==> src/rtl/spi_periph_if.sv <==
// spi_periph_if: byte-wide handshake between the SPI peripheral front end and
// the register controller.
//   tx_data  : byte the controller wants shifted out on miso (controller dout)
//   rx_data  : last complete byte received from the SPI master (controller din)
//   rx_valid : rx_data is stable and no byte is in progress (controller dvalid)
// Modports:
//   master : controller side (drives tx_data, observes rx_data/rx_valid)
//   slave  : peripheral side (observes tx_data, drives rx_data/rx_valid)
interface spi_periph_if;
    logic [7:0] tx_data;
    logic [7:0] rx_data;
    logic       rx_valid;

    modport master (output tx_data, input rx_data, input rx_valid);
    modport slave  (input tx_data, output rx_data, output rx_valid);
endinterface

==> src/rtl/spi_periph.sv <==
// spi_periph: SPI mode-0 (CPOL=0, CPHA=0), MSB-first, 8-bit target front end.
// All SPI pins are oversampled in the clk domain; sclk must run at no more
// than clk/8.
// Ports:
//   clk       : system clock, all state on the rising edge
//   rst       : asynchronous active-low reset
//   sclk      : SPI clock pin (asynchronous)
//   cs_n      : SPI chip select pin, active-low (asynchronous)
//   mosi      : SPI data in pin (asynchronous)
//   miso      : SPI data out pin
//   frame_err : one-cycle pulse when a frame ends on a partial byte
//               (only present when SPI_PERIPH_FRAME_ERR_EN is defined)
//   bus       : controller handshake (tx_data in, rx_data/rx_valid out)
// Optional feature macro: SPI_PERIPH_FRAME_ERR_EN
module spi_periph (
    input  logic       clk,
    input  logic       rst,
    input  logic       sclk,
    input  logic       cs_n,
    input  logic       mosi,
    output logic       miso,
`ifdef SPI_PERIPH_FRAME_ERR_EN
    output logic       frame_err,
`endif
    spi_periph_if.slave bus
);

    localparam int DATA_W = 8;

    typedef enum logic [1:0] {IDLE, SHIFT, HOLD} state_t;

    state_t state, state_nxt;

    logic sclk_p0, sclk_p1, sclk_p2;
    logic cs_p0, cs_p1, cs_p2;
    logic mosi_p0, mosi_p1, mosi_p2;
    logic sclk_rise, sclk_fall, cs_fall, cs_rise;

    logic [DATA_W-1:0] tx_shift;
    logic [DATA_W-1:0] rx_shift;
    logic [DATA_W-1:0] rx_data_q;
    logic              rx_valid_q;
    logic [2:0]        bit_cnt;
    logic              byte_done;

    // Synchronizer (_p0, _p1), edge register (_p2) and registered strobes.
    // mosi is delayed alongside sclk so the sample lines up with sclk_rise.
    always_ff @(posedge clk or negedge rst) begin
        if (!rst) begin
            sclk_p0   <= 1'b0;
            sclk_p1   <= 1'b0;
            sclk_p2   <= 1'b0;
            cs_p0     <= 1'b1;
            cs_p1     <= 1'b1;
            cs_p2     <= 1'b1;
            mosi_p0   <= 1'b0;
            mosi_p1   <= 1'b0;
            mosi_p2   <= 1'b0;
            sclk_rise <= 1'b0;
            sclk_fall <= 1'b0;
            cs_fall   <= 1'b0;
            cs_rise   <= 1'b0;
        end else begin
            sclk_p0   <= sclk;
            sclk_p1   <= sclk_p0;
            sclk_p2   <= sclk_p1;
            cs_p0     <= cs_n;
            cs_p1     <= cs_p0;
            cs_p2     <= cs_p1;
            mosi_p0   <= mosi;
            mosi_p1   <= mosi_p0;
            mosi_p2   <= mosi_p1;
            sclk_rise <= sclk_p1 & ~sclk_p2;
            sclk_fall <= ~sclk_p1 & sclk_p2;
            cs_fall   <= ~cs_p1 & cs_p2;
            cs_rise   <= cs_p1 & ~cs_p2;
        end
    end

    assign byte_done = sclk_rise && (bit_cnt == 3'd7);

    // Frame state machine; chip-select strobes take priority over sclk.
    always_ff @(posedge clk or negedge rst) begin
        if (!rst) state <= IDLE;
        else      state <= state_nxt;
    end

    always_comb begin
        state_nxt = state;
        if (cs_rise) begin
            state_nxt = IDLE;
        end else begin
            case (state)
                IDLE:    if (cs_fall)   state_nxt = SHIFT;
                SHIFT:   if (byte_done) state_nxt = HOLD;
                HOLD:    if (sclk_fall) state_nxt = SHIFT;
                default: state_nxt = IDLE;
            endcase
        end
    end

    // Shift datapath and handshake outputs.
    always_ff @(posedge clk or negedge rst) begin
        if (!rst) begin
            tx_shift   <= '0;
            rx_shift   <= '0;
            rx_data_q  <= '0;
            rx_valid_q <= 1'b1;
            bit_cnt    <= 3'd0;
            miso       <= 1'b0;
`ifdef SPI_PERIPH_FRAME_ERR_EN
            frame_err  <= 1'b0;
`endif
        end else begin
`ifdef SPI_PERIPH_FRAME_ERR_EN
            frame_err  <= 1'b0;
`endif
            if (cs_rise) begin
                // A partial byte is simply dropped: rx_data keeps the last
                // complete byte and becomes valid again.
                miso       <= 1'b0;
                rx_valid_q <= 1'b1;
                bit_cnt    <= 3'd0;
`ifdef SPI_PERIPH_FRAME_ERR_EN
                frame_err  <= (state == SHIFT) && (bit_cnt != 3'd0);
`endif
            end else begin
                case (state)
                    IDLE: begin
                        miso       <= 1'b0;
                        rx_valid_q <= 1'b1;
                        if (cs_fall) begin
                            tx_shift   <= bus.tx_data;
                            miso       <= bus.tx_data[7];
                            bit_cnt    <= 3'd0;
                            rx_valid_q <= 1'b0;
                        end
                    end
                    SHIFT: begin
                        if (sclk_rise) begin
                            rx_shift   <= {rx_shift[6:0], mosi_p2};
                            bit_cnt    <= bit_cnt + 3'd1;
                            rx_valid_q <= 1'b0;
                            if (byte_done) rx_data_q <= {rx_shift[6:0], mosi_p2};
                        end else if (sclk_fall) begin
                            tx_shift <= {tx_shift[6:0], 1'b0};
                            miso     <= tx_shift[6];
                        end
                    end
                    HOLD: begin
                        // Valid rises the cycle after rx_data is written.
                        rx_valid_q <= 1'b1;
                        if (sclk_fall) begin
                            tx_shift <= bus.tx_data;
                            miso     <= bus.tx_data[7];
                        end
                    end
                    default: begin
                        miso       <= 1'b0;
                        rx_valid_q <= 1'b1;
                    end
                endcase
            end
        end
    end

    assign bus.rx_data  = rx_data_q;
    assign bus.rx_valid = rx_valid_q;

endmodule

==> src/flat_wrapper.sv <==
// flat-port wrapper written by rule: the top's interface ports become plain ports
module spi_periph_flat 
  (clk, rst, sclk, cs_n, mosi, miso, bus_tx_data, bus_rx_data, bus_rx_valid);
  spi_periph_if bus_i ();
  input  logic clk;
  input  logic rst;
  input  logic sclk;
  input  logic cs_n;
  input  logic mosi;
  output logic miso;
  input wire logic [$bits(bus_i.tx_data)-1:0] bus_tx_data;
  output wire logic [$bits(bus_i.rx_data)-1:0] bus_rx_data;
  output wire logic [$bits(bus_i.rx_valid)-1:0] bus_rx_valid;
  assign bus_i.tx_data = bus_tx_data;
  assign bus_rx_data = bus_i.rx_data;
  assign bus_rx_valid = bus_i.rx_valid;
  spi_periph u_core (.clk(clk), .rst(rst), .sclk(sclk), .cs_n(cs_n), .mosi(mosi), .miso(miso), .bus(bus_i));
endmodule
==> config.mk <==
export PLATFORM = sky130hd
export DESIGN_NAME = spi_periph_flat
export DESIGN_NICKNAME = d
export VERILOG_FILES = /design/src/rtl/spi_periph_if.sv /design/src/rtl/spi_periph.sv /design/src/flat_wrapper.sv
export SDC_FILE = /design/constraint.sdc
export NUM_CORES = 1
export LEC_CHECK = 0
export ABC_AREA = 1
export BUFFER_PORTS_ARGS = -buffer_cell sky130_fd_sc_hd__buf_2
export CAP_MARGIN = 20
export CORE_MARGIN = 10
export CORE_UTILIZATION = 56
export CTS_CLUSTER_DIAMETER = 40
export DETAILED_ROUTE_END_ITERATION = 7
export GPL_TIMING_DRIVEN = 0
export HOLD_SLACK_MARGIN = 0.06
export PLACE_DENSITY = 0.78
export SLEW_MARGIN = 20
export SYNTH_ARGS = -nofsm -noshare
export SYNTH_HDL_FRONTEND = slang
export SYNTH_SLANG_ARGS = --single-unit
==> constraint.sdc <==
create_clock -name clk -period 1.65 [get_ports clk]
set_input_delay 0.2475 -clock clk [delete_from_list [all_inputs] [get_ports clk]]
set_output_delay 0.2475 -clock clk [all_outputs]
set_load 0.01 [all_outputs]
=== Yosys cells after proc, flatten, opt, wreduce, memory -nomap -nowiden ===
Cells that the tools add are included.

* Register bits after elaboration: 42
* Bits of input ports: 13
* Output and inout port bits: 10
* Logic and storage cells: 77

* $add $sub $neg: 1
* Equal/unequal tests: 13
* Mux-type cells: 24
* Bitwise logic cells: 9
* Reductions and logical operators: 10

{| class="wikitable"
|+ Operator list
! operator !! number
|-
| $mux W7 || 4
|-
| $pmux W7 S3 || 1
|-
| $ne A3 B1 Y1 const B || 5
|-
| $reduce_and A3 Y1 || 4
|-
| $mux W3 || 3
|-
| $mux W1 || 8
|-
| $mux W2 || 4
|-
| $ne A2 B1 Y1 const B || 3
|-
| $pmux W2 S3 || 1
|-
| $pmux W3 S2 || 1
|-
| $reduce_and A6 Y1 || 1
|-
| $reduce_bool A3 Y1 || 2
|-
| $not A1 Y1 || 5
|-
| $and A1 B1 Y1 || 4
|-
| $reduce_and A4 Y1 || 1
|-
| $add A3 B1 Y3 const B || 1
|-
| $eq A3 B3 Y1 const B || 1
|-
| $ne A3 B3 Y1 const B || 1
|-
| $pmux W1 S3 || 1
|-
| $eq A2 B1 Y1 const B || 1
|-
| $eq A2 B2 Y1 const B || 1
|-
| $logic_not A2 Y1 || 1
|-
| $ne A2 B2 Y1 const B || 1
|-
| $pmux W1 S2 || 1
|-
| $logic_and A1 B1 Y1 || 1
|}

=== Depth between registers and ports, before layout ===
Gate-level depths: netlist of run 1.

* Depth in word-level cells: 5
* Mapped depth: 8
* Depth with buffers taken out: 7

=== Worst setup path before layout of run 1 ===
OpenSTA, ideal clock, no wires.

* Kind: register to register
* Start: reg u_core.state[1]
* End: reg u_core.rx_data_q[1] (netlist: u_core.bus.rx_data[1])
* Setup time: 0.116 ns
* Data arrival time: 1.131 ns
* Required time: 1.534 ns
* Path slack: 0.403 ns
* Stages on the path, launching flop included: 7
* Buffers on the path: 0
* Clock period less this slack: 1.247 ns
* Cells stage by stage: dfrtp_1 -> inv_2 -> nand2_4 -> nor3_4 -> nand2_4 -> nand2_1 -> nand2_1

* Longest elaborated chain between the ends: 2

{| class="wikitable"
|+ Ends and longest elaborated chain
! item !! line !! RTL
|-
| start: declaration || spi_periph.sv:32 || <nowiki>state_t state, state_nxt;</nowiki>
|-
| start signal: assignment || spi_periph.sv:85 || <nowiki>else state <= state_nxt;</nowiki>
|-
| $eq A2 B1 Y1 || spi_periph.sv:128 || <nowiki>case (state)</nowiki>
|-
| $reduce_and A4 Y1 (no line) || - ||
|-
| end signal: assignment || spi_periph.sv:144 || <nowiki>if (byte_done) rx_data_q <= {rx_shift[6:0], mosi_p2};</nowiki>
|-
| end: declaration || spi_periph.sv:41 || <nowiki>logic [DATA_W-1:0] rx_data_q;</nowiki>
|}

No other way between the ends.
A chain may end at the register's enable or synchronous reset.

=== Final worst setup path of run 1 ===
* Start: reg u_core.state[1]
* End: reg u_core.rx_data_q[7] (netlist: u_core.bus.rx_data[7])

The elaborated chain is that of the path after synthesis.

==> results of run 1 <==
## state kept, by name, summed over array words and instances (netlist names), 2 cells and up
signal	flops
u_core.bit_cnt	3
u_core.state	2
u_core.tx_shift	7
u_core.bus.rx_data	8
u_core.rx_shift	7
## layer usage
metal	up-vias	share of wire, %
met5	-	0
met4	0	2.4
met3	7	3.4
met2	20	45
met1	592	49
li1	671	-
## area by class of cell
type / count / area, sq um / area share, %
sequential: 42 / 1060 / 52.7
multi-input combinational: 137 / 619 / 30.9
timing repair buffer: 28 / 165 / 8.24
inverter: 14 / 52.6 / 2.62
clock buffer: 6 / 51.3 / 2.56
tap: 33 / 41.3 / 2.06
clock inverter: 2 / 12.5 / 0.625
buffer: 1 / 5.00 / 0.250
## kinds of logic after synthesis
kind of cell | Yosys count
compound gates | 15
fa+ha+maj | 2
buf+inv | 15
flops | 42
simple gates | 120
## worst max path at each step
stage | start | end | slack, ps | cells after the start
after floorplan | u_core.state[1]$_DFFE_PN0P_ | u_core.bus.rx_data[1]$_DFFE_PN0P_ | 400 | 6
after global placement | u_core.state[1]$_DFFE_PN0P_ | u_core.bus.rx_data[0]$_DFFE_PN0P_ | 190 | 6
after detailed placement | u_core.state[1]$_DFFE_PN0P_ | u_core.bus.rx_data[3]$_DFFE_PN0P_ | 170 | 6
after CTS | u_core.state[1]$_DFFE_PN0P_ | u_core.bus.rx_data[7]$_DFFE_PN0P_ | 150 | 6
after global routing | u_core.state[1]$_DFFE_PN0P_ | u_core.bus.rx_data[2]$_DFFE_PN0P_ | 100 | 7
final | u_core.state[1]$_DFFE_PN0P_ | u_core.bus.rx_data[7]$_DFFE_PN0P_ | 250 | 7
## power groups by stage
stage          Combinational (mW)  Sequential (mW)  Clock [mW]
4_1_cts                     0.665             1.35       0.540
6_report                    0.671             1.34       0.523
3_5_place_dp                0.655             1.37           0
5_1_grt                     0.779             1.37       0.587
2_1_floorplan               0.490             1.35           0
3_3_place_gp                0.638             1.36           0
## what timing repair did
| item | in CTS | in global routing |
|---|---|---|
| buffers inserted | 0 | 2 |
| endpoints found under the hold margin | 41 | 0 |
| hold buffers | 4 | 0 |
| gates resized for setup | 0 | 0 |
| endpoints found under the setup margin | 0 | 3 |
## tightest hold or removal path: stages
cell and delay [ps]:
buf_2 80, nand2_1 40, nand2_1 50, nand2_1 40
nand2_1 50
## placed cells by master (no fill, tap or decap)
cell	instances
ha_1	2
dfstp_2	4
clkinv_2	1
nor3_4	1
clkinvlp_4	1
inv_1	12
inv_2	2
nand4_1	1
dlygate4sd3_1	4
nand2_1	96
nand3_1	5
buf_4	2
o21ai_0	13
buf_2	23
nor2_2	1
nand2_4	2
or2_1	1
nand2_2	2
nor2_4	3
dfrtp_1	38
clkbuf_4	5
a21oi_1	2
nor2_1	8
clkbuf_8	1
==> run metrics, run 1 <==
RSZ-0062 raised after global routing=no; H-tree levels=2; Comb power frac=26.4%; CTS tree=yes; Post-Synth Adder-Cell Area=approximately 1.4%; min-delay src=bus_tx_data[6]; 1st-pass router iterations=6; Sw Share=34.0%; Post-Synth Simple-Gate Area=about 30%; Max Clk Rate=just over 0.7 GHz; GR Util met2=between 10% and 20%; Post-Syn Area=~1700 sq um; worst path cell trace=inv_2 > nand2_4 > nor2_4 > nand2_2 > nor2_4 > nand2_1 > nand2_1; placed cell areas=approximately 1900 sq um; initial antenna violation count=0; FP Rows=20; die height=75.6 um; compound-gate portion of the synthesized area=4.33%; register area share after synthesis=60.9%; Inserted Clock Buffers=5; Vias/cell=about 4.9; vias in the first global route=1262; Worst Path Buf+Inv=1; pre-CTS WS=168 ps; worst setup margin=~250 ps; layout cells sized above 1=20.9%; grt total ovfl=0; Post-synth ARST share=100%; class of the worst hold path=primary input to register; die width=75.6 um; Core Util, Final=between 60% and 70%; Clock Skew=~8.4 ps; Clk pwr share=between 20% and 30%; DR vias=1290; Int Pwr=1.68 mW; first-pass GRT wire length=between 5000 and 6000 um; status=finished clean; Leak=1.14 nW; mux cell area share after synthesis=0%; final setup violation count=0; # diodes=0; Post-Synth XOR/XNOR Area=0%; switching pwr=0.863 mW; setup_tns=0 ps; #FFs+latches synth=between 40 and 50; top cells by count, synth=nand2_1 (96), dfrtp_1 (38), o21ai_0 (13), inv_1 (12), nor2_1 (8); DRT Wirelength=around 3000 um; slew margin rel.=between 40% and 50%; count of pins over their slew limit=0; synth warn=0; Reg power frac=~53%; post-route insts no fill=263; Post-Place Cells=about 250; Final min period=roughly 1400 ps; DRT iter0 DRCs=101; # nets final=around 240; crit path max fanout=9; Max Cap Viol=0; top cell type's share of synthesized area=a little over half; critical path's slowest cell=dfrtp_1; distinct cell type count of the synthesized netlist=18; GR peak layer=met2; Startpoint Class=register; Reg-to-Reg End=u_core.bus.rx_data[7]$_DFFE_PN0P_; slowest stage delay, CP=about 450 ps; Crit Reg-Reg Startpoint=u_core.state[1]$_DFFE_PN0P_; top post-synthesis cells by area=dfrtp_1 (55%), nand2_1 (21%), dfstp_2 (6.1%); crit path DAT=~1700 ps; reg2reg setup slack=around 250 ps; most frequent cell after synthesis=nand2_1; WHS=around 190 ps; routability congestion estimate=between 0.9 and 1; Crit path max-delay family=simple AND/OR/NAND/NOR gates; largest family of logic cells by synthesized area=simple AND/OR/NAND/NOR gates; IO buf count=22; Core Region=between 3000 and 4000 sq um; CTS Sinks=42; Avg Inst Size Synth=roughly 9 sq um; Final Hold Viols=0; Worst-Skew Late Latency=350 ps; Routed Antenna Nets=0; fin area=between 2000 and 2500 sq um; post-synth top area cell=dfrtp_1; Max clock buf depth=2; worst setup path class=register to register; Ports=23; fin crit share=a little over four fifths; met1 Use GR=16.2%; number of synthesized flops with an enable pin=0; die area=approximately 5700 sq um; Pwr Total=~2.5 mW; Global Route Usage Sum=12.5%; worst endpoint required time=1940 ps; DRC=0; WL per Instance=11.6 um; Area Growth Syn to Fin=15.6%; Starting Density=between 50 and 60%; met3 GRT Util=4.04%; largest net degree at the start of global routing=43; Hold Path End=u_core.tx_shift[6]$_DFFE_PN0P_; synthesized netlist cell count=roughly 190; Worst Setup End Kind=register; actual slew at the worst max-slew pin=868 ps; Synth Net Count=209; WHS Path Cells=5; Most used DFF post-synth=dfrtp_1; Root Buffer=clkbuf_4; Detailed Place HPWL=roughly 2100 um; Reg2Reg Depth=7; PwrDens=roughly 1300 nW/um^2; CTS clk-pin slew, worst paths=about 120 ps; fillers=around 260; Max IR drop VDD=about 0.81 mV
No activity file was read; power rests on OpenSTA's default activity.
==> run 2, diff against run 1 <==
- CORE_UTILIZATION: 56 -> 50
- PLACE_DENSITY: 0.78 -> 0.73
- clock period: 1.65 -> 1.25 ns (I/O delays scaled with it)
==> run 2 against run 1 <==
  * The run now ends with negative setup slack left
  * Power up 41%
  * Critical path type unchanged
  * Register-to-register slack worse by 260 ps
  * Worst hold slack worse by 54 ps
  * Wire length up 18%
  * Non-clock buffer count up 10
  * Cell count up 9.1%
  * Via count up 8.7%
  * Combinational power up 65%
==> run metrics, run 2 (synthesis gave the netlist of run 1 again) <==
Clock Skew=about 8.8 ps; first-pass GRT wire length=~5900 um; max reg flops=8; H-tree levels=2; Inserted Clock Buffers=5; 1st-pass router iterations=4; Detailed Place HPWL=approximately 2200 um; Global Route Usage Sum=11.7%; vias in the first global route=between 1000 and 1500; Area Growth Syn to Fin=26.9%; RSZ-0062 raised after global routing=yes; worst endpoint required time=~1500 ps; actual slew at the worst max-slew pin=~540 ps; Routed Antenna Nets=0; FP Rows=21; count of pins over their slew limit=0; CTS clk-pin slew, worst paths=roughly 110 ps; slowest stage delay, CP=between 400 and 500 ps; DR vias=about 1400; # nets final=between 200 and 300; violations in the final reports=negative setup slack; crit path max fanout=4; Ports=23; status=finished with violations; critical path's slowest cell=dfrtp_1; Worst Setup End Kind=register; Starting Density=between 50% and 60%; Core Region=approximately 3300 sq um; Vias/cell=just under 5; Max clock buf depth=2; worst setup margin=-16.1 ps; fillers=between 200 and 300; worst setup path class=register to register; slew margin rel.=between 60% and 70%; Max IR drop VDD=slightly above 0.9 mV; PwrDens=between 1500 and 2000 nW/um^2; Worst Path Buf+Inv=1; die width=slightly below 80 um; DRT iter0 DRCs=between 60 and 70; IO buf count=22; fin crit share=101%; Final min period=approximately 1300 ps; Worst-Skew Late Latency=approximately 340 ps; Crit path max-delay family=simple AND/OR/NAND/NOR gates; most frequent cells in the layout=nand2_1 (84), dfrtp_1 (37), buf_2 (20); die area=around 6200 sq um; DRC=0; CTS tree=yes; WL per Instance=between 10 and 15 um; class of the worst hold path=primary input to register; fin area=about 2200 sq um; Final Hold Viols=0; largest net degree at the start of global routing=43; pre-CTS WS=-249 ps; Pwr Total=~3.6 mW; initial antenna violation count=0; Leak=approximately 1.2 nW; placed cell areas=approximately 1900 sq um; crit path DAT=~1500 ps; die height=about 80 um; CTS Sinks=42; Worst path most repeated cell=nand2_1; grt total ovfl=0; # diodes=0; final setup violation count=4; routability congestion estimate=0.880; Max Cap Viol=0; layout cells sized above 1=between 30 and 40%; Startpoint Class=register; worst path cell trace=inv_2 > nand2_4 > nor3_4 > nand2_2 > nand2_1 > nand2_1; commonest non-fill, non-tap cell in the layout=nand2_1; DRT Wirelength=between 3000 and 4000 um; Max Clk Rate=about 0.79 GHz; Root Buffer=clkbuf_4
-- run 2: cell types whose count changed in the layout (fill, tap and decap cells not counted), sizes merged --
cell	before	now
nand2	100	101
buf	25	34
clkbuf	6	8
clkinvlp	1	0
-- run 2: layout make-up --
cell class / count / area, sq um / area share [%]
Buffer: 1 / 11.3 / 0.512
Inverter: 14 / 55.1 / 2.50
Sequential cell: 42 / 1060 / 48.1
Timing Repair Buffer: 38 / 253 / 11.5
Clock inverter: 1 / 5.00 / 0.228
Multi-Input combinational cell: 138 / 704 / 32.0
Tap cell: 46 / 57.6 / 2.62
Clock buffer: 7 / 55.1 / 2.50
-- run 2: tightest hold or removal path, cell delays in order --
cell and delay [ps]:
buf_2 70, nand2_1 40, nand2_1 50, nand2_1 40, nand2_1 50
-- run 2: layer usage --
| metal | global-route usage, % | vias to the layer above | wire (um) |
|---|---|---|---|
| li1 | - | 694 | - |
| met1 | 12.5 | 677 | 1560 |
| met2 | 20.2 | 27 | 1870 |
| met3 | 5.29 | 4 | 144 |
| met4 | 3.76 | 0 | 36 |
| met5 | 0 | - | 0 |
-- run 2: final timing paths --
check / from / slack (ps) / end / cells past startpoint
worst min register to register: u_core.sclk_p0$_DFF_PN0_ / 360 / u_core.sclk_p1$_DFF_PN0_ / 0
worst min-delay path: bus_tx_data[1] / 140 / u_core.tx_shift[1]$_DFFE_PN0P_ / 5
max in group asynchronous: rst / 450 / u_core.cs_rise$_DFF_PN0_ / 2
worst max-delay path: u_core.state[1]$_DFFE_PN0P_ / -20 / u_core.bus.rx_data[6]$_DFFE_PN0P_ / 6
worst max register to register: u_core.state[1]$_DFFE_PN0P_ / -20 / u_core.bus.rx_data[6]$_DFFE_PN0P_ / 6
min in group asynchronous: rst / 390 / u_core.tx_shift[1]$_DFFE_PN0P_ / 2
-- run 2: power breakdown --
group	switching, mW	internal [mW]	total, mW
combinational	0.674	0.433	1.11
clock	0.409	0.273	0.682
sequential	0.159	1.63	1.79
-- run 2: repair_timing --
| item | CTS | global route |
|---|---|---|
| hold buffers | 4 | 0 |
| pin swaps | 4 | 13 |
| endpoints found under the setup margin | 28 | 26 |
| hold endpoints to repair | 41 | 0 |
| resized for setup | 14 | 18 |
| gates cloned | 0 | 1 |
| setup buffers | 8 | 4 |
-- run 2: stage by stage --
step	std cells	hold WS, ps	setup TNS (ps)	utilization (%)
2_1_floorplan	194	-108	0	-
3_5_place_dp	262	294	-3160	57.0
5_1_grt	287	128	-1000	65.9
3_3_place_gp	262	294	-2680	57.0
4_1_cts	282	128	0	62.8
6_report	287	137	-34.0	65.9
